[config.mk]
export PLATFORM = sky130hd
export DESIGN_NAME = of_tile_scheduler
export DESIGN_NICKNAME = d
export VERILOG_FILES = /design/src/rtl/of_tile_scheduler.sv
export SDC_FILE = /design/constraint.sdc
export NUM_CORES = 1
export LEC_CHECK = 0
export ABC_AREA = 1
export CAP_MARGIN = 30
export CORE_ASPECT_RATIO = 1.2
export CORE_MARGIN = 2
export CORE_UTILIZATION = 49
export DETAILED_ROUTE_END_ITERATION = 8
export PLACE_DENSITY = 0.73
export SLEW_MARGIN = 15
export SYNTH_ARGS = -nofsm -noshare
export SYNTH_HDL_FRONTEND = slang
export SYNTH_SLANG_ARGS = --single-unit
export TNS_END_PERCENT = 100
[constraint.sdc]
create_clock -name clock -period 15.4 [get_ports clock]
set_input_delay 3.08 -clock clock [delete_from_list [all_inputs] [get_ports clock]]
set_output_delay 3.08 -clock clock [all_outputs]
set_load 0.03 [all_outputs]
[src/rtl/of_tile_scheduler.sv]
// of_tile_scheduler: walks an output feature map in raster tile order.
// For each tile it computes the GLB base address and the clipped
// tile dimensions, issues a one-cycle pixel_valid, and waits for the tile
// writer's burst (wr_en_mon high then low) before moving to the next tile.
//
// Handshake: pixel_valid is a one-cycle issue pulse, raised only while
// tile_ready is high in ISSUE. A burst begins when wr_en_mon is seen high
// after issue (a level already high counts) and ends when it is seen low.
// The tile outputs stay stable from LOAD until the next LOAD.
module of_tile_scheduler #(
    parameter int ADDR_W = 16,
    parameter int DIM_W  = 10,
    parameter int TILE_W = 5
) (
    input  logic              clock,
    input  logic              rst_n,
    input  logic              start,
    input  logic [ADDR_W-1:0] cfg_base_addr,
    input  logic [DIM_W-1:0]  cfg_fm_width,
    input  logic [DIM_W-1:0]  cfg_fm_height,
    input  logic [TILE_W-1:0] cfg_tile_length,
    input  logic [TILE_W-1:0] cfg_tile_height,
    input  logic              tile_ready,
    input  logic              wr_en_mon,
    output logic              pixel_valid,
    output logic [ADDR_W-1:0] of_base_addr,
    output logic [ADDR_W-1:0] of_page_length,
    output logic [TILE_W-1:0] of_tile_length,
    output logic [TILE_W-1:0] of_tile_height,
    output logic              busy,
    output logic              done,
    output logic [15:0]       tile_cnt
);

    typedef enum logic [2:0] {
        S_IDLE       = 3'd0,
        S_LOAD       = 3'd1,
        S_ISSUE      = 3'd2,
        S_WAIT_START = 3'd3,
        S_WAIT_END   = 3'd4,
        S_NEXT       = 3'd5,
        S_FIN        = 3'd6
    } state_t;

    // Position counters carry one extra bit so x+len and y+height never wrap.
    localparam int CW = DIM_W + 1;

    state_t            state_q, state_d;

    logic [ADDR_W-1:0] base_q, base_d;
    logic [DIM_W-1:0]  width_q, width_d;
    logic [DIM_W-1:0]  height_q, height_d;
    logic [TILE_W-1:0] tl_q, tl_d;
    logic [TILE_W-1:0] th_q, th_d;
    logic [CW-1:0]     x_q, x_d;
    logic [CW-1:0]     y_q, y_d;
    logic [15:0]       tile_cnt_q, tile_cnt_d;
    logic              pv_q, pv_d;
    logic [ADDR_W-1:0] addr_q, addr_d;
    logic [ADDR_W-1:0] page_q, page_d;
    logic [TILE_W-1:0] len_q, len_d;
    logic [TILE_W-1:0] ht_q, ht_d;
    logic              busy_q, busy_d;
    logic              done_q, done_d;

    // busy stays high through the done cycle, so start is only honoured
    // once busy has fallen.
    logic              start_ok;
    logic              cfg_zero;
    logic [CW-1:0]     tl_ext, th_ext;
    logic [CW-1:0]     rem_w, rem_h;
    logic [CW-1:0]     x_adv, x_nxt, y_nxt;
    logic              row_wrap;
    logic              last_tile;
    logic [ADDR_W-1:0] addr_calc;

    assign start_ok = start && !busy_q;
    assign cfg_zero = (cfg_fm_width == '0) || (cfg_fm_height == '0) ||
                      (cfg_tile_length == '0) || (cfg_tile_height == '0);

    assign tl_ext    = CW'(tl_q);
    assign th_ext    = CW'(th_q);
    assign rem_w     = CW'(width_q) - x_q;
    assign rem_h     = CW'(height_q) - y_q;
    assign x_adv     = x_q + tl_ext;
    assign row_wrap  = (x_adv >= CW'(width_q));
    assign x_nxt     = row_wrap ? '0 : x_adv;
    assign y_nxt     = row_wrap ? (y_q + th_ext) : y_q;
    assign last_tile = (y_nxt >= CW'(height_q));
    // Address arithmetic is modulo 2^ADDR_W; wrap past the top is legal.
    assign addr_calc = base_q + ADDR_W'(y_q) * ADDR_W'(width_q) + ADDR_W'(x_q);

    // State register.
    always_ff @(posedge clock or negedge rst_n) begin
        if (!rst_n) state_q <= S_IDLE;
        else        state_q <= state_d;
    end

    // Next-state logic.
    always_comb begin
        state_d = state_q;
        case (state_q)
            S_IDLE:       if (start_ok) state_d = cfg_zero ? S_FIN : S_LOAD;
            S_LOAD:       state_d = S_ISSUE;
            S_ISSUE:      if (tile_ready) state_d = S_WAIT_START;
            S_WAIT_START: if (wr_en_mon) state_d = S_WAIT_END;
            S_WAIT_END:   if (!wr_en_mon) state_d = S_NEXT;
            S_NEXT:       state_d = last_tile ? S_FIN : S_LOAD;
            S_FIN:        state_d = S_IDLE;
            default:      state_d = S_IDLE;
        endcase
    end

    // Datapath and registered outputs for each state.
    always_comb begin
        base_d     = base_q;
        width_d    = width_q;
        height_d   = height_q;
        tl_d       = tl_q;
        th_d       = th_q;
        x_d        = x_q;
        y_d        = y_q;
        tile_cnt_d = tile_cnt_q;
        addr_d     = addr_q;
        page_d     = page_q;
        len_d      = len_q;
        ht_d       = ht_q;
        pv_d       = 1'b0;
        done_d     = 1'b0;
        case (state_q)
            S_IDLE: begin
                if (start_ok) begin
                    base_d     = cfg_base_addr;
                    width_d    = cfg_fm_width;
                    height_d   = cfg_fm_height;
                    tl_d       = cfg_tile_length;
                    th_d       = cfg_tile_height;
                    x_d        = '0;
                    y_d        = '0;
                    tile_cnt_d = '0;
                end
            end
            S_LOAD: begin
                addr_d = addr_calc;
                page_d = ADDR_W'(width_q);
                len_d  = (tl_ext <= rem_w) ? tl_q : rem_w[TILE_W-1:0];
                ht_d   = (th_ext <= rem_h) ? th_q : rem_h[TILE_W-1:0];
            end
            S_ISSUE: pv_d = tile_ready;
            S_WAIT_END: begin
                if (!wr_en_mon) tile_cnt_d = tile_cnt_q + 16'd1;
            end
            S_NEXT: begin
                x_d = x_nxt;
                y_d = y_nxt;
            end
            S_FIN: done_d = 1'b1;
            default: ;
        endcase
        busy_d = (state_d != S_IDLE) || done_d;
    end

    // Datapath registers.
    always_ff @(posedge clock or negedge rst_n) begin
        if (!rst_n) begin
            base_q     <= '0;
            width_q    <= '0;
            height_q   <= '0;
            tl_q       <= '0;
            th_q       <= '0;
            x_q        <= '0;
            y_q        <= '0;
            tile_cnt_q <= '0;
            pv_q       <= 1'b0;
            addr_q     <= '0;
            page_q     <= '0;
            len_q      <= '0;
            ht_q       <= '0;
            busy_q     <= 1'b0;
            done_q     <= 1'b0;
        end else begin
            base_q     <= base_d;
            width_q    <= width_d;
            height_q   <= height_d;
            tl_q       <= tl_d;
            th_q       <= th_d;
            x_q        <= x_d;
            y_q        <= y_d;
            tile_cnt_q <= tile_cnt_d;
            pv_q       <= pv_d;
            addr_q     <= addr_d;
            page_q     <= page_d;
            len_q      <= len_d;
            ht_q       <= ht_d;
            busy_q     <= busy_d;
            done_q     <= done_d;
        end
    end

    assign pixel_valid    = pv_q;
    assign of_base_addr   = addr_q;
    assign of_page_length = page_q;
    assign of_tile_length = len_q;
    assign of_tile_height = ht_q;
    assign busy           = busy_q;
    assign done           = done_q;
    assign tile_cnt       = tile_cnt_q;

endmodule

==> flow_results.org, run 1 <==
** Logic synthesis
- The biggest area contributor in the post-synthesis netlist is sky130_fd_sc_hd__dfrtp_1.
- After synthesis, the mean cell area works out to 7.81 sq um.
- Synthesis instantiated 48 different standard cells from the library.
- Most used DFF post-synth :: sky130_fd_sc_hd__dfrtp_1
- In the synthesized netlist, the number of instances is ~1400.
- Sequential cell area fraction in the yosys report :: 27.9%
- Top post-synthesis cells by area :: sky130_fd_sc_hd__dfrtp_1, sky130_fd_sc_hd__fa_1, sky130_fd_sc_hd__nand2_1
- Post-Syn Area :: 11300 sq um
- Number of enable flip-flop cells after synthesis :: 0
- Yosys printed 0 warnings.
- After synthesis the netlist holds a flip-flop and latch count of about 130.
- The synthesized design devotes to its leading area cell type 27.9% of total area.
- Async S/R FF share, synth :: 100%

** Cells and area
- Post-route standard cell area excluding fillers :: 13200 sq um
- Area added between synthesis and finish :: 16.2%
- The repair_antennas step left the layout with diodes totalling 0.
- Most common cell after layout, fill and taps aside :: sky130_fd_sc_hd__nand2_1
- The net count of the finished layout is 1772.
- In the layout the commonest cells are sky130_fd_sc_hd__nand2_1, sky130_fd_sc_hd__inv_1, sky130_fd_sc_hd__dfrtp_1, sky130_fd_sc_hd__clkdlybuf4s50_1, sky130_fd_sc_hd__ha_1.
- Cells with a size suffix above 1 make up 5.11% of the layout.
- After filler insertion, the fill cell instance count of the layout stands at 2042.

** CTS
- TritonCTS clock tree :: done
- CTS root buf :: sky130_fd_sc_hd__clkbuf_16
- Clock latency reported for the late side of the worst-skew pair :: 0.44 ns
- The number of setup buffers added after CTS is 0.
- No sink is reached through more buffers than the 2 on the longest clock path.
- After clock tree synthesis, the clock-pin slew on the worst setup and hold paths is 0.07 ns.
- Buffers inserted during clock tree synthesis total 17.
- Number of sinks driven by the clock tree :: between 100 and 150
- In this run the number of H-tree levels came out at 4.
- Post-CTS repair changed the size of 0 cells.
- # hold bufs at CTS :: 0

** Timing
- Largest clock skew in the final design :: ~0.014 ns
- Unrepaired setup endpoints after global routing :: false
- Max frequency :: around 0.18 GHz
- Setup violations remaining at the end of the flow were counted as 0.
- For the final routed database, the setup TNS stands at 0 ns.
- After layout, the minimum clock period comes to roughly 5.4 ns.
- The number of hold violations in the final report came to 0.
- Worst slew margin relative to its limit :: approximately 44%
- Final worst path period share :: between 30% and 40%
- Actual transition at the worst max-transition pin :: roughly 0.83 ns
- The count of pins over their slew limit was 0.

** GRT
- Entering global routing, the biggest net connects between 70 and 80 pins.
- Number of antenna violations at the first check in global routing :: 0
- Total routing usage reported by global routing :: 24.1%
- The first global-routing pass estimated about 46000 um of wire.
- Vias in the first global route :: 9567
- Total congestion overflow after global routing :: 0

** Critical path
- Buffering stage count on the worst path with inverters included :: 4
- Setup CP Type :: register to register
- Data on the critical path arrives at its endpoint at 5.74 ns.
- STA classifies the critical path endpoint as a register.
- Setup slack on the worst reg-to-reg path comes out at 9.98 ns.
- Startpoint type of the worst setup path :: register
- In this run the worst path has a maximum fanout of 14.
- Grouping stages by cell kind, the critical path spends the most delay in simple AND/OR/NAND/NOR gates.
- Data on the critical path is required at its endpoint by 15.72 ns.
- The cell that appears most often on the critical path is sky130_fd_sc_hd__nand2_1.
- Master of the slowest instance on the critical path :: sky130_fd_sc_hd__fa_1
- Worst stage delay on the critical path :: 0.41 ns

** Routing
- The detailed router finished its first iteration with 601 violations.
- The detail route stage leaves a number of antenna-violating nets equal to 0.
- Detailed-route DRC error count :: 0
- Detailed-route wire length per cell :: 15.0 um
- The routed layout has 9491 vias.
- Final wirelength :: 27500 um
- First-pass DRT Iterations :: 8
- In the routed layout, each cell is associated on average with a via count of 5.20.

** Flow run
- Max_cap viols :: 0

** Floorplan
- between 100 and 150 I/O pins were placed.
- Y dimension of the die :: 171 um
- For this configuration, the core starts out at a cell density of between 50 and 60%.
- Floorplan die area :: 24300 sq um
- In this run the core area contains 60 standard-cell rows.
- The total area inside the core boundary comes to 22500 sq um.
- Width of the die :: 143 um

** Power and ir drop
- VDD sags by at most between 0.1 and 0.15 mV.
- Power density over cell area :: approximately 230 nW/um^2
- Leakage Power :: between 7 and 8 nW
- Total power draw :: 3.04 mW

** Placement
- Number of buffers added on ports :: 105
- Global placer's final weighted congestion :: 0.945
- Detail Placement HPWL :: roughly 21000 um
- After detailed placement, the total cell area comes to 12600 sq um.

** Outcome
- The flow ran to the end, and the final reports show no timing, DRC or antenna violations.

** Worst hold path
- Hold/Removal Path Class :: register to register
==> worst register-to-register path: cells and delay by family (launching register included) <==
family          cells  cell delay, ns
simple gates       22            2.12
fa+ha+maj           4            1.16
compound gates      4            0.98
xor+xnor            2            0.45
flops               1            0.37
buf+inv             4            0.24
==> Yosys cell counts (5+ instances only) <==
master	n
sky130_fd_sc_hd__inv_1	311
sky130_fd_sc_hd__clkbuf_1	31
sky130_fd_sc_hd__nand2_2	6
sky130_fd_sc_hd__a21oi_1	49
sky130_fd_sc_hd__buf_4	7
sky130_fd_sc_hd__fa_1	92
sky130_fd_sc_hd__o22ai_1	14
sky130_fd_sc_hd__a21o_1	5
sky130_fd_sc_hd__inv_2	10
sky130_fd_sc_hd__o21ai_0	74
sky130_fd_sc_hd__nand2_1	378
sky130_fd_sc_hd__dfrtp_1	126
sky130_fd_sc_hd__nor4_1	5
sky130_fd_sc_hd__xor2_1	32
sky130_fd_sc_hd__buf_2	7
sky130_fd_sc_hd__ha_1	96
sky130_fd_sc_hd__xnor2_1	11
sky130_fd_sc_hd__nand3b_1	5
sky130_fd_sc_hd__buf_1	5
sky130_fd_sc_hd__o21ai_1	22
sky130_fd_sc_hd__nand4_1	11
sky130_fd_sc_hd__nand3_1	34
sky130_fd_sc_hd__nor2_1	52
sky130_fd_sc_hd__nor3_1	16
==> layer usage <==
metal,global-route usage [%],part of all wire [%],vias to the layer above
li1,-,-,4612
met1,31.5,44,4545
met2,40.9,49,275
met3,3.55,4.5,59
met4,8.48,2.7,0
met5,0,0,-
==> flip-flops by register name, summed over array words and instances (netlist names) <==
signal / cells
base_q: 16
busy: 1
done: 1
height_q: 10
of_base_addr: 16
of_page_length: 10
of_tile_height: 5
of_tile_length: 5
pixel_valid: 1
state_q: 3
th_q: 5
tile_cnt: 16
tl_q: 5
width_q: 10
x_q: 11
y_q: 11
==> worst paths after layout <==
path	from	end	cells past startpoint
setup / recovery	x_q[0]	busy	36
hold / removal	of_base_addr[13]	of_base_addr[13]	2
setup reg to reg	x_q[0]	busy	36
hold reg to reg	of_base_addr[13]	of_base_addr[13]	2
max in group asynchronous	rst_n	base_q[8]	2
min in group asynchronous	rst_n	height_q[3]	1
==> power breakdown <==
| part | switching [mW] | total [mW] | internal, mW |
|---|---|---|---|
| clock network | 0.189 | 0.408 | 0.219 |
| registers | 0.202 | 0.665 | 0.463 |
| logic | 1.20 | 1.97 | 0.775 |
==> logic make-up after synthesis <==
kind of cell    share of synthesized area, %
fa+ha+maj                               26.9
other cells                           0.0331
simple gates                            20.4
buf+inv                                 12.6
compound gates                          8.81
flops                                   27.9
xor+xnor                                3.33
==> stage by stage <==
stage / hold WS, ns / instances / utilization, % / setup slack [ns]
final: 0.476 / 1825 / 58.4 / 9.98
after global routing: 0.504 / 1825 / 58.4 / 9.46
after CTS: 0.483 / 1825 / 58.4 / 10.01
after detailed placement: 0.466 / 1793 / 55.8 / 10.08
after global placement: 0.460 / 1793 / 55.8 / 10.13
after floorplan: 0.455 / 1454 / - / 10.40
==> area by class of cell <==
class / instances / area (sq um) / area share (%)
timing repair buffer: 110 / 1090 / 8.28
clock buffer: 17 / 425 / 3.23
multi-input combinational: 956 / 6760 / 51.4
sequential: 126 / 3150 / 24.0
inverter: 322 / 1210 / 9.19
clock inverter: 15 / 171 / 1.30
tap: 279 / 349 / 2.65
No activity file was read; power rests on OpenSTA's default activity.
==> inputs of run 2 (changes only) <==
- PLACE_DENSITY: 0.73 -> 0.76
- clock period: 15.4 -> 4.9 ns (I/O delays scaled with it)
==> flow_results.org, run 2 (synthesis results as in run 1) <==
** Timing
- The setup slack after layout is 0.175 ns (-9.81 ns).
- Setup TNS after final layout :: 0 ns (unchanged)
- Largest clock skew in the final design :: 0.0113 ns (-0.00311 ns)
- The number of hold violations in the final report was 0 (unchanged).
- The final cycle utilization of the critical path was 96.4% (+61 points).
- Post-layout min period :: 4.73 ns (-0.693 ns)
- The final hold slack is 0.382 ns (-0.0942 ns).
- The worst slew slack as a fraction of its limit is 51.6% (+7.5 points).
- The count of pins over their slew limit is 0 (unchanged).
- The slew at the pin closest to its max-slew limit is 0.725 ns (-0.109 ns).
- Setup repair after global routing could not meet its margin everywhere.
- The highest clock rate came to 0.212 GHz (+15%).
- Final setup vio count :: 0 (unchanged)

** Outcome
- Run status :: complete, no violations

** CTS
- CTS root buf :: sky130_fd_sc_hd__clkbuf_16
- Count of H-tree levels built during CTS :: 4 (unchanged)
- The register clock-pin slew on the reported worst setup and hold paths is 0.07 ns (about the same).
- Clk buf depth :: 2 (unchanged)
- Clock latency reported for the late side of the worst-skew pair :: 0.43 ns (about the same)
- Number of buffers created by CTS :: 17 (unchanged)
- The number of clock sinks seen by CTS was 126 (unchanged).
- TritonCTS clock tree :: done

** Routing
- First-pass DRT Iterations :: 6 (-2)
- Final wirelength :: 29300 um (+6.8%)
- The via count came to 9761 (+2.8%).
- Final ANT Viol Nets :: 0 (unchanged)
- Detailed-route DRC error count :: 0 (unchanged)
- Detailed-route wire length per cell :: 15.5 um (+3.3%)
- Routed vias/inst :: 5.17 (-0.59%)
- The count of routing violations after the opening detailed-route iteration was 603 (+0.33%).

** Floorplan
- The overall die width was 143 um (unchanged).
- The area of the core region is 22500 sq um (unchanged).
- Starting utilization of the core area :: 50.3% (unchanged)
- The number of placement rows came to 60 (unchanged).
- The height of the chip came to 171 um (unchanged).
- Floorplan die area :: 24300 sq um (unchanged)
- I/O pin cnt :: 112 (unchanged)

** Flow run
- The number of maximum-capacitance violations is 0 (unchanged).

** Placement
- The weighted congestion reported at the end of routability-driven placement was 0.932 (-1.4%).
- Number of buffers added on ports :: 105 (unchanged)
- The post-placement setup slack was -0.0877 ns (-10.16 ns).
- Cell area after placement :: 12900 sq um (+3.0%)
- The total instance count after detailed placement is 1844 (+2.8%).
- The detailed-placement wirelength estimate is 22500 um (+7.8%).

** GRT
- Total routing usage reported by global routing :: 24.8% (+0.71 points)
- Largest net degree at the start of global routing :: 101 (+35%)
- Total congestion overflow after global routing :: 0 (unchanged)
- Number of antenna violations at the first check in global routing :: 0 (unchanged)
- Wire length of the first global-routing pass :: 47300 um (+2.5%)
- Vias in the first global route :: 9903 (+3.5%)

** Cells and area
- Post-route standard cell area excluding fillers :: 13900 sq um (+5.8%)
- The count of non-filler cells in the finished layout came to 1888 (+3.5%).
- Sequential Area :: 3170 sq um (+0.56%)
- Filler Cells Inserted :: 1930 (-5.5%)
- Top library cells by usage in the layout, fill and taps aside :: sky130_fd_sc_hd__nand2_1, sky130_fd_sc_hd__inv_1, sky130_fd_sc_hd__dfrtp_1, sky130_fd_sc_hd__clkdlybuf4s50_1, sky130_fd_sc_hd__fa_1
- The area growth from synthesis to layout is 22.9%.
- Net total in the final layout :: 1835 (+3.6%)
- Leaving out fill and tap cells, the most frequent cell in the layout is sky130_fd_sc_hd__nand2_1.
- The share of cells above drive strength 1 was 12.2% (+7.1 points).
- The multi-input logic area was 7010 sq um (+3.8%).
- The number of antenna diodes came to 0 (unchanged).

** Critical path
- Setup CP Type :: register to register
- The slack of the worst reg-to-reg path came to 0.17 ns (-9.81 ns).
- Delay-heaviest family, CP :: adder cells
- The sum of buffers and inverters on the critical path came to 4 (unchanged).
- Worst stage delay on the critical path :: 0.54 ns (+0.13 ns)
- Data required time at the worst endpoint :: 5.22 ns (-10.50 ns)
- The worst setup path is launched from a register.
- CP max FO :: 7 (-7)
- STA classifies the critical path endpoint as a register.
- Most common cell on crit path :: sky130_fd_sc_hd__fa_1
- List of cells traversed by the critical path :: buf_4 -> nand2_1 -> inv_1 -> fa_1 -> inv_1 -> fa_1 -> fa_1 -> fa_1 -> inv_1 -> fa_1 -> ha_1 -> nand2_1 -> nor3_2 -> nand3_1 -> o2111ai_1 -> or2_2 -> nand3_1 -> nand2_1
- The critical path data arrival time came to 5.05 ns (-0.69 ns).
- The slowest stage of the critical path belongs to the cell sky130_fd_sc_hd__fa_1.

** Power and ir drop
- Maximum vdd ir drop :: 0.433 mV (+250%)
- The leakage power was 7.32 nW (+4.3%).
- The power density over cell area was 765 nW/um^2 (+230%).

** Worst hold path
- The worst hold path belongs to the class input pin to asynchronous set/reset pin.
## run 2: layout make-up
cell class              count  share of cell area, %
clock buffers              17                   3.06
clock inverters            15                   1.05
inverters                 322                   8.69
multi-input cells         956                   50.4
flip-flops and latches    126                   22.8
well taps                 279                   2.51
repair buffers            173                   11.5
## run 2: what timing repair did
item | CTS | global route
hold buffers | 0 | 0
buffers inserted | 0 | 11
setup endpoints to repair | 5 | 9
gates resized for setup | 5 | 61
cloned | 0 | 0
pin swaps | 0 | 17
## run 2: through the flow
step                      power, mW  util, %
after floorplan                6.59        -
after global placement         8.37     57.5
after detailed placement       8.58     57.5
after CTS                      9.90     60.1
after global routing           11.7     61.8
final                          10.6     61.8
## run 2: worst paths after layout
kind	from	end	depth (start not counted)
setup / recovery	y_q[5]	of_base_addr[14]	18
hold / removal	rst_n	y_q[6]	1
setup reg to reg	y_q[5]	of_base_addr[14]	18
hold reg to reg	of_base_addr[1]	of_base_addr[1]	2
max in group asynchronous	rst_n	base_q[3]	2
min in group clock	of_base_addr[1]	of_base_addr[1]	2
## run 2: power by group
group / switching [mW] / internal, mW / total (mW) / leakage, nW
Clock: 0.586 / 0.676 / 1.26 / 0.270
Sequential: 0.444 / 1.47 / 1.91 / 1.61
Combinational: 4.36 / 3.11 / 7.47 / 5.44
## run 2: routing by layer
metal / share of wire, % / GRT usage [%] / vias to the layer above / routed length [um]
li1: - / - / 4726 / -
met1: 43 / 31.2 / 4658 / 12600
met2: 48 / 41.6 / 309 / 14100
met3: 5.7 / 5.18 / 68 / 1660
met4: 3.1 / 10.4 / 0 / 911
met5: 0 / 0 / - / 0
